File: config.mk
export PLATFORM = sky130hd
export DESIGN_NAME = dcache_stall_ctrl
export DESIGN_NICKNAME = d
export VERILOG_FILES = /design/src/rtl/dcache_stall_ctrl.sv
export SDC_FILE = /design/constraint.sdc
export NUM_CORES = 1
export LEC_CHECK = 0
export CAP_MARGIN = 20
export CORE_MARGIN = 10
export CORE_UTILIZATION = 31
export CTS_BUF_LIST = sky130_fd_sc_hd__clkbuf_4
export CTS_CLUSTER_SIZE = 30
export DETAILED_ROUTE_END_ITERATION = 12
export GPL_TIMING_DRIVEN = 0
export MAX_ROUTING_LAYER = met4
export PLACE_DENSITY = 0.93
export SLEW_MARGIN = 5
export SYNTH_ARGS = -nofsm -noshare
export SYNTH_HDL_FRONTEND = slang
export SYNTH_SLANG_ARGS = --single-unit
File: constraint.sdc
create_clock -name clk -period 2.2 [get_ports clk]
set_clock_uncertainty 0.1 [all_clocks]
set_input_delay 0.22 -clock clk [delete_from_list [all_inputs] [get_ports clk]]
set_output_delay 0.22 -clock clk [all_outputs]
set_load 0.01 [all_outputs]
File: src/rtl/dcache_stall_ctrl.sv
// Data-cache miss/stall sequencer: read-miss block refill, write-through stores, one-cycle completion.
// Optional performance counters enabled by defining DCACHE_PERF_CNT_EN.
module dcache_stall_ctrl #(
    parameter int BLOCK_WORDS = 4,
    parameter int IDX_W       = $clog2(BLOCK_WORDS)
) (
    input  logic             clk,
    input  logic             rst,
    input  logic             MemRead,
    input  logic             MemWrite,
    input  logic             hit,
    input  logic             mem_ready,
    output logic             stall,
    output logic             mem_rd_req,
    output logic             mem_wr_req,
    output logic             refill_en,
    output logic [IDX_W-1:0] refill_idx,
    output logic [31:0]      miss_cnt,
    output logic [31:0]      stall_cnt
);

    typedef enum logic [1:0] {
        S_IDLE,
        S_READ_MISS,
        S_WRITE,
        S_DONE
    } state_t;

    localparam logic [IDX_W-1:0] LAST_IDX = IDX_W'(BLOCK_WORDS - 1);

    state_t           state_q, state_d;
    logic [IDX_W-1:0] idx_q, idx_d;

    always_comb begin
        state_d    = state_q;
        idx_d      = idx_q;
        stall      = 1'b0;
        mem_rd_req = 1'b0;
        mem_wr_req = 1'b0;
        refill_en  = 1'b0;
        case (state_q)
            S_IDLE: begin
                // Stall combinationally in the detect cycle so the PC never advances past the access.
                stall = MemWrite | (MemRead & ~hit);
                idx_d = '0;
                if (MemWrite) begin
                    state_d = S_WRITE;
                end else if (MemRead && !hit) begin
                    state_d = S_READ_MISS;
                end
            end
            S_READ_MISS: begin
                stall      = 1'b1;
                mem_rd_req = 1'b1;
                if (mem_ready) begin
                    refill_en = 1'b1;
                    if (idx_q == LAST_IDX) begin
                        idx_d   = '0;
                        state_d = S_DONE;
                    end else begin
                        idx_d = idx_q + 1'b1;
                    end
                end
            end
            S_WRITE: begin
                stall      = 1'b1;
                mem_wr_req = 1'b1;
                if (mem_ready) begin
                    state_d = S_DONE;
                end
            end
            default: begin
                // Completion cycle: pipeline runs once, requests are not re-evaluated here.
                idx_d   = '0;
                state_d = S_IDLE;
            end
        endcase
    end

    always_ff @(posedge clk) begin
        if (rst) begin
            state_q <= S_IDLE;
            idx_q   <= '0;
        end else begin
            state_q <= state_d;
            idx_q   <= idx_d;
        end
    end

    assign refill_idx = idx_q;

`ifdef DCACHE_PERF_CNT_EN
    logic        miss_start;
    logic [31:0] miss_cnt_q, miss_cnt_d;
    logic [31:0] stall_cnt_q, stall_cnt_d;

    always_comb begin
        miss_start  = (state_q == S_IDLE) && (state_d == S_READ_MISS);
        miss_cnt_d  = miss_cnt_q + {31'd0, miss_start};
        stall_cnt_d = stall_cnt_q + {31'd0, stall};
    end

    always_ff @(posedge clk) begin
        if (rst) begin
            miss_cnt_q  <= '0;
            stall_cnt_q <= '0;
        end else begin
            miss_cnt_q  <= miss_cnt_d;
            stall_cnt_q <= stall_cnt_d;
        end
    end

    assign miss_cnt  = miss_cnt_q;
    assign stall_cnt = stall_cnt_q;
`else
    assign miss_cnt  = 32'd0;
    assign stall_cnt = 32'd0;
`endif

endmodule

# Yosys cells after proc, flatten, opt, wreduce, memory -nomap -nowiden
# Cells that the tools add are included.
dict set report totals {
  ff_bits 4
  inputBits 6
  elab_cells 34
}
dict set report op_classes {
  add_sub_neg 1
  n_eq_ne 7
  muxes 14
  bitwise 4
  n_reduce_logical 6
}
# op n
set op_table {}
lappend op_table {{$mux W2} 7}
lappend op_table {{$ne A2 B2 Y1 const B} 3}
lappend op_table {{$pmux W2 S3} 1}
lappend op_table {{$eq A2 B2 Y1 const B} 2}
lappend op_table {{$mux W1} 4}
lappend op_table {{$pmux W2 S2} 1}
lappend op_table {{$reduce_and A4 Y1} 1}
lappend op_table {{$ne A3 B3 Y1 const B} 1}
lappend op_table {{$add A2 B1 Y2 const B} 1}
lappend op_table {{$eq A2 B1 Y1 const B} 1}
lappend op_table {{$logic_not A2 Y1} 1}
lappend op_table {{$not A1 Y1} 2}
lappend op_table {{$pmux W1 S2} 1}
lappend op_table {{$reduce_and A2 Y1} 1}
lappend op_table {{$reduce_or A2 Y1} 1}
lappend op_table {{$and A1 B1 Y1} 1}
lappend op_table {{$logic_and A1 B1 Y1} 1}
lappend op_table {{$logic_not A1 Y1} 1}
lappend op_table {{$or A1 B1 Y1} 1}

# Depth between registers and ports, before layout
dict set report logic_depth {
  ltp_word 5
  ltp_mapped 5
  ltp_nobuf 5
}

# Least setup slack after synthesis
# No wires, ideal clock.
dict set report synth_path {
  path_kind {reg2reg}
  start {register state_q[0]}
  end {register state_q[1]}
  setup_time_ns 0.123
  arrival_ns 1.521
  required_time_ns 1.977
  slack_ns 0.456
  path_stages_with_launch 6
  path_cell_list {dfxtp_1 > inv_1 > ha_1 > nor2b_4 > a222oi_1 > mux2_1}
}
dict set report synth_via {
  elab_chain_cells 3
}
# item line_no
set synth_rtl {}
lappend synth_rtl {{start: declaration} 31} ;# state_t state_q, state_d;
lappend synth_rtl {{start signal: assignment} 85} ;# state_q <= state_d;
lappend synth_rtl {{$eq A2 B1 Y1, or another cell as far along} 41} ;# case (state_q)
lappend synth_rtl {{$ne A2 B2 Y1 (no source line) / $ne A3 B3 Y1 (equally long branches)} n/a}
lappend synth_rtl {{$reduce_and A4 Y1 (no source line)} n/a}
# Parallel ways exist; a longest one is shown, timed or not.
# A chain may end at the register's enable or synchronous reset.

# Worst setup path in the final report
dict set report layout_path {
  start {register state_q[1]}
  end {output refill_en}
}
dict set report layout_via {
  elab_chain_cells 2
}
# item line_no
set layout_rtl {}
lappend layout_rtl {{$eq A2 B1 Y1} 41}
lappend layout_rtl {{$mux W1} 41}
lappend layout_rtl {{end: declaration} 16} ;# output logic refill_en,
# Every way passes these cells.

==> results.yml <==
synthesis:
  synthesis.instances: 101
  syn_area_sq_um: 798.3
  synth_cell_type_count: 22
  syn_avg_cell_area_sq_um: 7.904
  yosys_warnings: 0
  seq_area_frac_synth_pct: 10.03
  synth-seq-cells: 4
place:
  pre_cts_ws_ns: 0.2925
  globalplace.congestion: 0.6714
  hpwlAfterDp_mm: 1.774
  port_buffers: 11
detailed_routing:
  drc: 0
  via_count: 617
  vias_per_cell: 2.966
  drt_first_iter_violations: 5
  drt-total-wl_mm: 1.832
  drtAntennaViolNets: 0
  routedWlPerCell_um: 8.808
  drtPass1Iterations: 4
sta:
  drv_slew: 0
  post-route-min-period_ns: 1.911
  setup_slack_ns: 0.2894
  rsz0062_at_grt: "no"
  final-hold-violation-count: 0
  fmax_mhz: 523.4
  tns_ns: 0
  setup_viol: 0
  finalCritPeriodShare_pct: 86.85
global_route:
  grt_overflow: 0
  grtUsageMet2_pct: 11.67
  grt_max_degree: 6
  grt.total_usage_pct: 7.124
  grt_pass1_vias: 563
  grt_pass1_wl_mm: 2.808
  met1_usage_pct: 7.378
  top_usage_layer: "met2"
  grt_use_met3_pct: 4.463
  antenna_found_initial: 0
die:
  start_util_pct: 32.22
  fp.dieArea_sq_um: 5005
  rows: 18
  ioPinCount: 76
  core_area_sq_um: 2477
  die_width_um: 70.75
  die_h_um: 70.75
clock_tree:
  cts-buffers-inserted: 3
  clock-root-buffer: "clkbuf_4"
  tritoncts: "done"
  clock_latency_ns: 0.23
  ctsResizeCount: 0
  path_clk_slew_ns: 0.04
  clk_path_buf_depth: 2
  post_cts.repair.setup_buffers: 0
  cts_hold_buf: 0
  h-tree-depth: 1
  cts.sinks: 4
cells_and_area:
  syn_to_final_growth_pct: 51.25
  fill_cells: 257
  antenna_cells: 0
  drive_above_1_share_pct: 38.76
  final_cell_mix: "buf_4 (64), conb_1 (64), clkdlybuf4s50_1 (10), ha_1 (6)"
  nets: 192
setup_path:
  end_kind: "primary output"
  arrival_ns: 1.59
  cp.required_ns: 1.88
  start_kind: "register"
  cp_max_fo: 4
  crit_type: "reg2out"
outcome:
  status: "finished clean"
flow_run:
  max_cap_violations: 0
pwr:
  vdd_drop_max_mv: 0.3366
  powerDensity_nw_per_um2: 472.9
  p_leak_uw: 0.0007655
  finalPower_uw: 571.0
min_path:
  min_path_type: "reg2reg"
[per-stage QoR]
step	hold slack (ns)	cells	utilization, %	instance area, sq um
after detailed placement	0.3975	205	47.73	1182
after global placement	0.3887	205	47.73	1182
after floorplan	0.1891	164	-	1035
final	0.3962	208	48.74	1207
after CTS	0.4022	208	48.64	1205
after global routing	0.4264	208	48.74	1207
[state kept, by name, summed over array words and instances, names as in the netlist]
signal	cells
refill_idx	2
state_q	2
[report_power, final]
part           internal (uW)  total [uW]  switching [uW]  leakage [uW]
clock                   60.9        89.9            29.0     0.0000138
sequential              88.7         104            15.7     0.0000327
combinational            201         377             175      0.000719
[per-layer routing]
metal  vias up  routed length, um
met3         0                221
met1       229                738
met5         -                  0
met2        44                871
met4         0                  0
li1        344                  -
[area by class of cell]
| cell class | count | area [sq um] | share of cell area [%] |
|---|---|---|---|
| inverters | 5 | 18.77 | 1.554 |
| multi-input cells | 91 | 455.4 | 37.72 |
| clock buffers | 3 | 22.52 | 1.865 |
| repair buffers | 11 | 112.6 | 9.326 |
| plain buffers | 64 | 480.5 | 39.79 |
| well taps | 30 | 37.54 | 3.109 |
| flip-flops and latches | 4 | 80.08 | 6.632 |
[worst paths after layout]
kind	depth (start not counted)	to	from	slack, ns
worst max-delay path	4	refill_en	state_q[1]	0.29
worst max register to register	5	state_q[1]	state_q[0]	0.30
worst min-delay path	2	refill_idx[1]	refill_idx[1]	0.40
worst min register to register	2	refill_idx[1]	refill_idx[1]	0.40
[synth_stat cells]
cell type  number  area, sq um
conb_1          1        3.750
dfxtp_1         4        80.08
and2_1          1        6.260
nand2b_1        1        6.260
nor2_1          1        3.750
nand3b_1        1        7.510
o22ai_1         1        6.260
inv_1           4        15.01
buf_4          64        480.5
or4b_1          1        10.01
ha_1            6        75.07
inv_2           1        3.750
mux2i_1         1        10.01
nand2_1         3        11.26
nor2b_1         1        6.260
nor3_1          1        5.000
nor2b_4         1        13.76
a21oi_1         3        15.01
a222oi_1        1        10.01
o211ai_1        1        7.510
mux2_1          1        11.26
o21ai_0         2        10.01
[cells by family after synthesis]
logic type               Yosys count  share of synthesized area [%]
AND/OR/NAND/NOR                   11                          8.778
buffers and inverters             69                          62.54
flip-flops                         4                          10.03
multiplexers                       2                          2.665
adder cells (fa/ha/maj)            6                          9.404
other                              1                         0.4698
AO/OA/AOI/OAI                      8                          6.113
[critical path, stage by stage, from the launching register on]
cell             delay (ns)
dfxtp_1                0.33
inv_1                  0.10
ha_1                   0.20
and2_1                 0.17
clkdlybuf4s50_1        0.55
No activity file was read; power rests on OpenSTA's default activity.
